`config.mk`:
```
export PLATFORM = sky130hd
export DESIGN_NAME = fetch_unit
export DESIGN_NICKNAME = d
export VERILOG_FILES = /design/src/rtl/fetch_unit.sv
export SDC_FILE = /design/constraint.sdc
export NUM_CORES = 1
export LEC_CHECK = 0
export CAP_MARGIN = 20
export CORE_MARGIN = 1
export CORE_UTILIZATION = 46
export DETAILED_ROUTE_END_ITERATION = 10
export GPL_ROUTABILITY_DRIVEN = 0
export PLACE_DENSITY = 0.79
export SETUP_SLACK_MARGIN = 0.5
export SLEW_MARGIN = 20
export SYNTH_ARGS = -nofsm -noshare
export SYNTH_HDL_FRONTEND = slang
export SYNTH_SLANG_ARGS = --single-unit
```
`constraint.sdc`:
```
create_clock -name clk -period 3.56 [get_ports clk]
set_input_delay 0.356 -clock clk [delete_from_list [all_inputs] [get_ports clk]]
set_output_delay 0.356 -clock clk [all_outputs]
set_load 0.005 [all_outputs]
```
`src/rtl/fetch_unit.sv`:
```
// fetch_unit: PC holder and one-entry instruction slot feeding decode over valid/ready
module fetch_unit #(
    parameter int AW       = 4,
    parameter int DW       = 8,
    parameter int PROG_LEN = 12
) (
    input  logic          clk,
    input  logic          rst,
    input  logic          i_start,
    output logic [AW-1:0] o_rom_addr,
    input  logic [DW-1:0] i_rom_instr,
    output logic          o_out_valid,
    input  logic          i_out_ready,
    output logic [DW-1:0] o_out_instr,
    output logic [AW-1:0] o_out_pc,
    input  logic          i_jmp_en,
    input  logic [AW-1:0] i_jmp_addr,
    output logic          o_busy,
    output logic          o_done,
    output logic [7:0]    o_fetch_cnt
);
    typedef enum logic [1:0] {IDLE, RUN, DONE} state_t;
    localparam logic [AW-1:0] LAST = AW'(PROG_LEN - 1);
    state_t        r_state;
    logic [AW-1:0] r_pc;
    logic          r_valid;
    logic [DW-1:0] r_instr;
    logic [AW-1:0] r_out_pc;
    logic [7:0]    r_cnt;
    logic          w_start;
    logic          w_jmp;
    logic          w_fetch;
    logic          w_jmp_in_prog;
    // start and jump qualification; start outranks a same-cycle jump
    always_comb begin
        w_start       = i_start && r_state != RUN;
        w_jmp         = i_jmp_en && r_state != IDLE;
        w_fetch       = r_state == RUN && (!r_valid || i_out_ready) && !i_jmp_en;
        w_jmp_in_prog = 32'(i_jmp_addr) < PROG_LEN;
    end
    // control state, PC, slot and fetch counter
    always_ff @(posedge clk) begin
        if (rst) begin
            r_state  <= IDLE;
            r_pc     <= '0;
            r_valid  <= 1'b0;
            r_instr  <= '0;
            r_out_pc <= '0;
            r_cnt    <= '0;
        end else if (w_start) begin
            r_state <= RUN;
            r_pc    <= '0;
            r_valid <= 1'b0;
            r_cnt   <= '0;
        end else if (w_jmp) begin
            r_pc    <= i_jmp_addr;
            r_valid <= 1'b0;
            r_state <= w_jmp_in_prog ? RUN : DONE;
        end else if (w_fetch) begin
            r_instr  <= i_rom_instr;
            r_out_pc <= r_pc;
            r_valid  <= 1'b1;
            r_cnt    <= r_cnt != 8'hFF ? r_cnt + 8'd1 : r_cnt;
            r_pc     <= r_pc == LAST ? r_pc : r_pc + 1'b1;
            r_state  <= r_pc == LAST ? DONE : RUN;
        end else if (r_valid && i_out_ready) begin
            r_valid <= 1'b0;
        end
    end
    assign o_rom_addr  = r_pc;
    assign o_out_valid = r_valid;
    assign o_out_instr = r_instr;
    assign o_out_pc    = r_out_pc;
    assign o_fetch_cnt = r_cnt;
    assign o_done      = r_state == DONE && !r_valid;
    assign o_busy      = r_state != IDLE && !o_done;
endmodule
```
Word-level counts from Yosys, hierarchy flattened
Cells that the tools add are included.
Storage, ports and cells
  bits in read-only memories: 0
  logic and storage cells: 48
  bits in latches: 0
  RAM bits: 0
  memories: 0
  register bits: 27
  output and inout bits: 27
  input port bits: 17
Operators by class
  bitwise operators: 2
  order comparisons: 1
  shift operators: 0
  eq/ne operators: 6
  multiplexer cells: 10
  $mul: 0
  divide/modulo/power cells: 0
  $add $sub $neg: 2
  reduce and logical (&&, ||, !) cells: 20
Operators with widths (number)
  4-bit 2-to-1 mux: 3
  8-bit by 1-bit adder with 8-bit output (second input constant): 1
  2-bit 2-to-1 mux: 4
  8-bit inequality test (second input constant): 1
  1-bit logical AND: 7
  3-bit AND reduction: 2
  2-bit nonzero test: 3
  4-bit by 1-bit adder with 4-bit output (second input constant): 1
  4-bit == test (second input constant): 1
  4-bit < comparator (second input constant): 1
  1-bit zero test: 3
  1-bit 2-to-1 mux: 3
  3-bit nonzero test: 1
  3-bit OR reduction: 1
  2-bit by 1-bit == test with 1-bit output (second input constant): 1
  2-bit == test (second input constant): 1
  2-bit by 1-bit inequality test with 1-bit output (second input constant): 1
  2-bit inequality test (second input constant): 1
  1-bit inverter: 2
  2-bit AND reduction: 1
  2-bit OR reduction: 1
  1-bit logical OR: 1

Longest topological paths before layout
Gate-level depths: netlist of the first run.
  depth in word-level cells: 7
  gate-level depth with buffers: 5
  gate-level depth less buffers: 5

Least setup slack after synthesis of the first run
OpenSTA, ideal clock, no wires.
  path type: reg2reg
  from: register r_state[1]
  to: register r_cnt[4] (netlist: o_fetch_cnt[4])
  setup time: 0.060 ns
  data arrival time: 1.427 ns
  path buffers: 1
  slack: 2.073 ns
  clock period less this slack: 1.487 ns
  stages on the path, launching flop included: 6
  required time: 3.500 ns
  cells stage by stage: dfxtp_1 nand2b_1 a21o_1 clkbuf_1 or4_1 nand2_1
Between the ends
  longest elaborated chain between the ends: 4
  elaborated cells between the ends (all ways): 10
  classes of those cells: 2 x eq/ne; 1 x bitwise; 7 x reduce/logical
Ends and longest elaborated chain
  from (decl): RTL line 24  | state_t r_state;
  from (signal assigned): RTL line 58  | r_state <= w_jmp_in_prog ? RUN : DONE;
  from (signal assigned): RTL line 65  | r_state <= r_pc == LAST ? DONE : RUN;
  2-bit by 1-bit == test with 1-bit output / 2-bit nonzero test (equally long branches): RTL line 38, 37
  1-bit logical AND (on tied branches): RTL line 38, 37
  1-bit logical AND / 1-bit inverter (equally long branches)
  3-bit AND reduction (no source line)
  to (signal assigned): RTL line 63  | r_cnt <= r_cnt != 8'hFF ? r_cnt + 8'd1 : r_cnt;
  to (decl): RTL line 29  | logic [7:0] r_cnt;
Parallel ways exist; a longest one is shown, timed or not.
A chain may end at the register's enable or synchronous reset.

Worst setup path after layout of the first run
  from: register r_state[1]
  to: output port o_done
Between the ends
  longest elaborated chain between the ends: 2
Ends and longest elaborated chain
  2-bit == test: RTL line 75  | assign o_done = r_state == DONE && !r_valid;
  1-bit logical AND: RTL line 75
  to (decl): RTL line 19  | output logic o_done,
No other way between the ends.

==> flow_summary_export.csv, run 1 <==
group,metric,value,unit
clocking,clk_pin_slew,150,ps
logic_synthesis,synth_common_cells,"32 x nand2_1, 27 x dfxtp_1, 19 x a21oi_1",
logic_synthesis,yosysWarnings,0,
logic_synthesis,synth.distinct_cells,31,
logic_synthesis,syn_area,0.00119,mm2
setup_path,r2r_slack,1620,ps
sta,fin_skew,5.05,ps
logic_synthesis,synthesis.nets,163,
grt,grt_usage,22.3,%
setup_path,critPathKind,"register to output pin",
floorplanning,start_util,48.4,%
detailed_routing,num_vias,1192,
sta,tightest_slew,1030,ps
detailed_routing,drc_errors,0,
grt,grt_pass1_vias,1053,
cells_and_area,nets,206,
setup_path,r2r-start,"r_state[0]",
sta,fin_crit,1970,ps
setup_path,cp_max_fo,8,
worst_hold_path,hold_path.class,"register to register",
cells_and_area,fin_cells,216,
clocking,clock_latency,320,ps
setup_path,reg2regPathDepth,4,
status,status,"finished, final reports clean",
logic_synthesis,synth.most_common_cell,"nand2_1",
clocking,clk_path_buf_depth,2,
run,drv_cap,0,
clocking,cts_buffers,3,
pwr,peakVddDrop,0.000217,V
floorplanning,die_w,52.8,um
detailed_routing,wirelength,2890,um
setup_path,cp.required,3200,ps
detailed_routing,wl_per_cell,13.4,um
floorplanning,io_pins,44,
place,dp_cells,212,
floorplanning,rows,18,
clocking,cts_tree,"done",
place,dp_hpwl,2180,um
detailed_routing,antenna_left,0,
logic_synthesis,synth_area_per_cell,8.25,um2
place,io_buffers,43,
logic_synthesis,synthCells,144,
clocking,clock-sinks,27,
sta,slew_viol_final,0,
pwr,p_clk_share,24.6,%
setup_path,end_kind,"output pin",
grt,grt_pass1_wl,4660,um
pwr,swShare,26.2,%
logic_synthesis,synth_edf_count,0,
sta,rsz0062_at_grt,"false",
sta,relSlewSlack,30.7,%
cells_and_area,syn_to_final_growth,40.3,%
logic_synthesis,synth_area_leaders,"dfxtp_1 46%, nand2_1 10%, a21oi_1 8.0%",
pwr,internal_power,0.404,mW
pwr,cellLeakagePower,0.600,nW
cells_and_area,antenna_cells,0,
clocking,cts.hold.buffers_added,0,
floorplanning,core_area,0.00245,mm2
logic_synthesis,synth_top_area_share,45.5,%
grt,grt-ovfl-total,0,
floorplanning,die_y,52.8,um
setup_path,crit_path_end,"o_done",
setup_path,worstReg2RegEnd,"o_fetch_cnt[6]",
pwr,p_sw,0.143,mW
detailed_routing,vias_per_cell,5.52,
pwr,seqPwrFrac,59.2,%
logic_synthesis,async_reset_ff_share,0,%
logic_synthesis,yosysSeqAreaShare,45.5,%
setup_path,crit_path_start,"r_state[1]",
detailed_routing,dr.first_iter.drc_count,28,
detailed_routing,dr.pass1.iters,5,
logic_synthesis,synthFlopType,"dfxtp_1",
grt,grt_max_degree,17,
sta,hold_viol,0,
setup_path,start_kind,"register",
grt,antenna_found_initial,0,
logic_synthesis,synth-seq-cells,27,
cells_and_area,fin_area,0.00167,mm2
sta,finalCritPeriodShare,55.4,%
sta,fin_setup_tns,0,ps
clocking,cts_resized,0,
setup_path,cp.arrival,1620,ps
floorplanning,dieArea,0.00279,mm2
place,place_area,0.00164,mm2
pwr,powerDensity,329,mW/mm2
clocking,root_buffer,"clkbuf_4",
sta,setup_viol,0,
cells_and_area,drive_gt1_share,2.69,%
clocking,post_cts_buffers,0,
clocking,cts.htree.levels,1,
cells_and_area,nFillCells,215,
logic_synthesis,synth_top_cell_by_area,"dfxtp_1",
pwr,p_comb_share,16.2,%
sta,max_freq,507,MHz
## state kept, by name, summed over array words and instances, names as in the netlist
| signal | cells |
|---|---|
| o_out_instr | 8 |
| o_fetch_cnt | 8 |
| o_out_pc | 4 |
| r_state | 2 |
| o_rom_addr | 4 |
| o_out_valid | 1 |
## cell usage in the layout, fill, tap and decap left out, types with 2 or more instances in the layout
| cell type | instances |
|---|---|
| or4_1 | 3 |
| nand2_1 | 32 |
| clkbuf_4 | 3 |
| ha_1 | 2 |
| dfxtp_1 | 27 |
| xor2_1 | 3 |
| nand2b_1 | 3 |
| a21o_1 | 3 |
| clkdlybuf4s50_1 | 43 |
| a31oi_1 | 4 |
| nand3_1 | 5 |
| nor2_1 | 8 |
| inv_1 | 3 |
| mux2i_1 | 2 |
| a21oi_1 | 19 |
| o21ai_0 | 6 |
| o211ai_1 | 5 |
## per-stage QoR
step	hold slack [ps]	power (mW)	utilization, %	setup WS [ps]
final	468	0.548	67.8	1590
after detailed placement	453	0.419	66.6	1210
after global routing	492	0.573	67.8	1480
after floorplan	425	0.370	-	2070
after global placement	441	0.416	66.6	1280
after CTS	472	0.552	67.8	1570
## layout make-up
cell class                      instances  area, um2  area share (%)
Multi-Input combinational cell        109        616            37.0
Tap cell                               30       37.5            2.25
Clock inverter                          1       7.51           0.451
Clock buffer                            3       22.5            1.35
Sequential cell                        27        541            32.5
Inverter                                3       11.3           0.676
Timing Repair Buffer                   43        430            25.8
## worst min-delay path by stage
stage,startpoint,end,slack [ps],depth (start not counted)
after detailed placement,o_out_instr[4],o_out_instr[4],450,2
after floorplan,rst,o_out_pc[0],430,1
final,o_out_pc[3],o_out_pc[3],470,2
after CTS,o_out_instr[4],o_out_instr[4],470,2
after global placement,o_out_instr[5],o_out_instr[5],440,2
after global routing,o_out_pc[1],o_out_pc[1],490,2
## layer usage
| layer | track usage [%] | wire length [um] | up-vias | part of all wire [%] |
|---|---|---|---|---|
| met1 | 27.4 | 1320 | 558 | 46 |
| li1 | - | - | 597 | - |
| met5 | 0 | 0 | - | 0 |
| met2 | 39.5 | 1450 | 35 | 50 |
| met3 | 3.48 | 111 | 2 | 3.8 |
| met4 | 6.58 | 12 | 0 | 0.42 |
## critical path, cell delays in order (launching register included)
cell and delay, ps:
dfxtp_1 520, nor3b_1 240, clkdlybuf4s50_1 540
## cell families (layout without fill, tap and decap cells)
| kind of cell | after synthesis | count (layout) | synth area share, % |
|---|---|---|---|
| simple gates | 60 | 60 | 24.4 |
| compound gates | 41 | 41 | 20.7 |
| flops | 27 | 27 | 45.5 |
| buf+inv | 8 | 50 | 2.63 |
| xor+xnor | 4 | 4 | 2.95 |
| fa+ha+maj | 2 | 2 | 2.11 |
| mux | 2 | 2 | 1.69 |
## power by group through the flow
| stage | clock, mW | combinational, mW | sequential [mW] |
|---|---|---|---|
| finish | 0.135 | 0.0889 | 0.324 |
| global route | 0.149 | 0.0980 | 0.326 |
| CTS | 0.139 | 0.0892 | 0.324 |
| detailed placement | 0 | 0.0889 | 0.330 |
| floorplan | 0 | 0.0410 | 0.329 |
| global placement | 0 | 0.0865 | 0.330 |
Note: power is estimated with default switching activity, not from simulation.
==> inputs of run 2 (changes only) <==
- CORE_UTILIZATION: 46 -> 43
- PLACE_DENSITY: 0.79 -> 0.74
- clock period: 3.56 -> 1.9 ns (I/O delays scaled with it)
==> run 2 against run 1 <==
Cell count is 15% higher. Clock-buffer cell count unchanged. Power grew 110%. Global-route usage up 2.4 points. Flip-flop and latch count stayed put. Design area rose by 30%. Critical path type is now register to register. Sequential power increased by 85%. Critical path depth up 3. Highest routed layer unchanged.
==> flow_summary_export.csv, run 2 (synthesized netlist as in run 1, its figures left out) <==
group,metric,value,unit
floorplanning,start_util,46.7,%
status,status,"finished, final reports clean",
setup_path,critical_path.max_stage_delay,420,ps
cells_and_area,drive_gt1_share,44.3,%
pwr,power,1.14,mW
grt,grt_usage,24.8,%
floorplanning,die_y,54.6,um
detailed_routing,antenna_left,0,
clocking,cts.hold.buffers_added,0,
detailed_routing,dr.first_iter.drc_count,39,
setup_path,cp.required,2140,ps
detailed_routing,drc_errors,0,
grt,antenna_found_initial,0,
grt,grt_pass1_vias,1173,
cells_and_area,final_common_cell,"buf_4",
detailed_routing,dr.pass1.iters,5,
sta,fin_skew,11.3,ps
sta,fin_setup_tns,0,ps
sta,slew_viol_final,0,
detailed_routing,num_vias,1459,
grt,grt_pass1_wl,5210,um
clocking,cts.htree.levels,1,
detailed_routing,wirelength,4420,um
clocking,cts_tree,"done",
sta,tightest_slew,485,ps
floorplanning,dieArea,0.00298,mm2
sta,relSlewSlack,67.5,%
clocking,root_buffer,"clkbuf_4",
sta,max_freq,600,MHz
sta,setup_viol,0,
place,io_buffers,43,
setup_path,cp.arrival,1910,ps
detailed_routing,vias_per_cell,5.86,
clocking,cts_buffers,3,
run,drv_cap,0,
floorplanning,io_pins,44,
clocking,clock_latency,340,ps
grt,grt_max_degree,17,
floorplanning,rows,18,
clocking,clk_path_buf_depth,2,
cells_and_area,final_cell_mix,"30 x buf_4, 22 x nand2_1, 20 x dfxtp_2, 16 x clkdlybuf4s50_1, 16 x dlymetal6s2s_1",
sta,rsz0062_at_grt,"true",
setup_path,critPathKind,"register to register",
pwr,cellLeakagePower,1.20,nW
worst_hold_path,hold_path.class,"input port to register",
floorplanning,die_w,54.6,um
place,dp_hpwl,2240,um
setup_path,crit_chain,"buf_6, or3b_4, nor4b_4, nand3_1, o211a_1",
clocking,clk_pin_slew,170,ps
setup_path,cp_max_fo,4,
grt,grt-ovfl-total,0,
detailed_routing,wl_per_cell,17.8,um
sta,fin_crit,1670,ps
setup_path,end_kind,"register",
setup_path,start_kind,"register",
floorplanning,core_area,0.00254,mm2
cells_and_area,nets,239,
pwr,powerDensity,528,mW/mm2
sta,finalCritPeriodShare,87.8,%
cells_and_area,syn_to_final_growth,82.0,%
cells_and_area,antenna_cells,0,
pwr,peakVddDrop,0.000519,V
sta,hold_viol,0,
clocking,clock-sinks,27,
setup_path,cp_slowest_cell,"or3b_4",
==> run 2: routing by layer <==
metal,GRT usage [%],up-vias,wire (um)
met5,0,-,0
met1,28.8,688,1640
met2,46.3,90,2300
li1,-,663,-
met4,6.41,0,147
met3,3.89,18,337
==> run 2: path summary, 6_finish.rpt <==
path                                        to      startpoint  cells after the start  slack, ps
worst max-delay path            o_fetch_cnt[7]      r_state[1]                      5        230
worst min-delay path            o_out_instr[3]  i_rom_instr[3]                      3        370
worst max register to register  o_fetch_cnt[7]      r_state[1]                      5        230
worst min register to register  o_out_instr[7]  o_out_instr[7]                      2        460
==> run 2: final cells by class <==
cell class	instances	area [um2]
Multi-Input combinational cell	109	778
Timing Repair Buffer	76	712
Sequential cell	27	592
Fill cell	132	384
Tap cell	30	37.5
Clock buffer	3	22.5
Inverter	3	11.3
Clock inverter	1	7.51
==> run 2: worst max-delay path: cells and delay by family, from the launching register on <==
kind                   cells  cell delay, ps
AND/OR/NAND/NOR            3             920
flip-flops                 1             380
AO/OA/AOI/OAI              1             160
buffers and inverters      1             120
==> run 2: power by group <==
group / internal, mW / switching (mW) / leakage (nW)
sequential: 0.583 / 0.0167 / 0.234
clock: 0.0805 / 0.190 / 0.0139
combinational: 0.146 / 0.126 / 0.950
==> run 2: metrics by stage <==
step	utilization (%)	cells	hold WS, ps	area [um2]	worst slack, ps
after floorplan	-	144	252	1200	442
after global placement	67.0	219	441	1700	135
after detailed placement	67.0	219	445	1700	84.4
after CTS	75.1	240	374	1910	332
after global routing	84.9	249	388	2160	155
final	84.9	249	370	2160	233
==> run 2: what timing repair did <==
| item | in CTS | in global routing |
|---|---|---|
| pin swaps | 15 | 21 |
| setup buffers | 16 | 9 |
| cloned | 1 | 0 |
| endpoints found under the setup margin | 47 | 43 |
| gates resized for setup | 43 | 61 |
==> inputs of run 3 (changes only) <==
--- a/config.mk
+++ b/config.mk
@@ -8,2 +8,3 @@
 export CAP_MARGIN = 20
+export CORE_ASPECT_RATIO = 0.5
 export CORE_MARGIN = 1
@@ -14,2 +15,3 @@
 export SETUP_SLACK_MARGIN = 0.5
+export SKIP_CTS_REPAIR_TIMING = 1
 export SLEW_MARGIN = 20
--- a/constraint.sdc
+++ b/constraint.sdc
@@ -3,2 +3,2 @@
 set_output_delay 0.19 -clock clk [all_outputs]
-set_load 0.005 [all_outputs]
+set_load 0.1 [all_outputs]
==> run 3 against run 2 <==
Clock skew shrank 9.3 ps. Die area grew 0.43%. Hold slack gained 27 ps. Clock-buffer cell count is the same. Power grew 12%. Cell count shrank 4.0%. Worst setup slack gained 190 ps. Critical path depth shrank 1. Critical path type unchanged. Largest cell class unchanged. Highest routed layer unchanged.
==> flow_summary_export.csv, run 3 (synthesized netlist as in run 1, its figures left out) <==
group,metric,value,unit
status,status,"finished, final reports clean",
sta,hold_viol,0,
sta,finalCritPeriodShare,77.6,%
place,place_ws,127,ps
detailed_routing,num_vias,1221,
clocking,clock_latency,270,ps
cells_and_area,nFillCells,215,
detailed_routing,wl_per_cell,12.9,um
sta,tightest_slew,500,ps
sta,fin_ws,426,ps
pwr,power,1.28,mW
place,dp_cells,226,
setup_path,critPathKind,"register to register",
cells_and_area,fin_cells,239,
sta,fin_setup_tns,0,ps
cells_and_area,antenna_cells,0,
grt,grt-ovfl-total,0,
cells_and_area,final_common_cell,"buf_4",
detailed_routing,dr.first_iter.drc_count,57,
sta,fin_crit,1470,ps
clocking,clk_path_buf_depth,2,
setup_path,cp_slowest_cell,"or3b_4",
grt,grt_pass1_vias,1001,
worst_hold_path,whs_path_depth,4,
detailed_routing,wirelength,3070,um
setup_path,critical_path.max_stage_delay,440,ps
setup_path,cp_max_fo,8,
clocking,root_buffer,"clkbuf_8",
floorplanning,core_area,0.00260,mm2
setup_path,start_kind,"register",
sta,whs,397,ps
clocking,cts_buffers,3,
clocking,clk_pin_slew,90,ps
sta,max_freq,678,MHz
pwr,peakVddDrop,0.000379,V
sta,setup_viol,0,
floorplanning,dieArea,0.00299,mm2
floorplanning,die_y,39.2,um
detailed_routing,vias_per_cell,5.11,
place,dp_hpwl,2110,um
cells_and_area,final_cell_mix,"40 x buf_4, 31 x nand2_1, 19 x a21oi_1, 15 x clkdlybuf4s50_1",
grt,grt_usage,20.0,%
detailed_routing,dr.pass1.iters,4,
detailed_routing,antenna_left,0,
run,drv_cap,0,
setup_path,cp_top_family,"simple AND/OR/NAND/NOR gates",
clocking,clock-sinks,27,
clocking,cts.htree.levels,1,
setup_path,end_kind,"register",
setup_path,r2r_slack,430,ps
sta,relSlewSlack,66.6,%
sta,slew_viol_final,0,
sta,rsz0062_at_grt,"true",
floorplanning,io_pins,44,
setup_path,cp.required,2070,ps
setup_path,reg2regPathDepth,4,
setup_path,path_buf_inv,0,
grt,grt_max_degree,17,
cells_and_area,syn_to_final_growth,62.9,%
place,io_buffers,43,
setup_path,cp.arrival,1650,ps
detailed_routing,drc_errors,0,
grt,antenna_found_initial,0,
floorplanning,die_w,76.3,um
pwr,powerDensity,661,mW/mm2
floorplanning,start_util,45.6,%
setup_path,crit_cells,4,
cells_and_area,drive_gt1_share,38.6,%
floorplanning,rows,13,
setup_path,crit_chain,"or3b_4, nor4b_2, nand3_1, o211a_1",
grt,grt_pass1_wl,4520,um
worst_hold_path,hold_path.class,"input port to register",
pwr,cellLeakagePower,0.773,nW
sta,fin_skew,2.04,ps
clocking,cts_tree,"done",
cells_and_area,nets,222,
## run 3: worst paths after layout
check	startpoint	to
max	r_state[1]	o_fetch_cnt[7]
min reg2reg	o_fetch_cnt[6]	o_fetch_cnt[6]
min	i_jmp_en	r_state[1]
max reg2reg	r_state[1]	o_fetch_cnt[7]
## run 3: metal layers
metal | up-vias | part of all wire, % | global-route usage (%)
met5 | - | 0 | 0
met4 | 0 | 0.42 | 4.33
met3 | 2 | 5.0 | 5.88
met2 | 29 | 48 | 36.0
met1 | 567 | 47 | 24.3
li1 | 623 | - | -
## run 3: worst min-delay path: cells and delay by family
family / cells / cell delay [ps]
and+or+nand+nor: 1 / 70
AOI/OAI and AO/OA: 1 / 100
buffers and inverters: 2 / 270
## run 3: power breakdown
group / switching (mW) / leakage, nW / internal, mW
logic: 0.228 / 0.518 / 0.127
registers: 0.0228 / 0.230 / 0.574
clock network: 0.177 / 0.0260 / 0.150
## run 3: final cells by class
class	count	area, um2	area share [%]
clock buffers	3	41.3	2.13
clock inverters	1	6.26	0.323
inverters	3	11.3	0.582
multi-input cells	109	726	37.5
flip-flops and latches	27	589	30.5
well taps	37	46.3	2.39
repair buffers	59	514	26.6
## run 3: stage by stage
step / util [%] / instance area, um2
3_3_place_gp: 67.7 / 1760
5_1_grt: 74.3 / 1930
2_1_floorplan: - / 1300
3_5_place_dp: 67.7 / 1760
6_report: 74.3 / 1930
4_1_cts: 69.6 / 1810
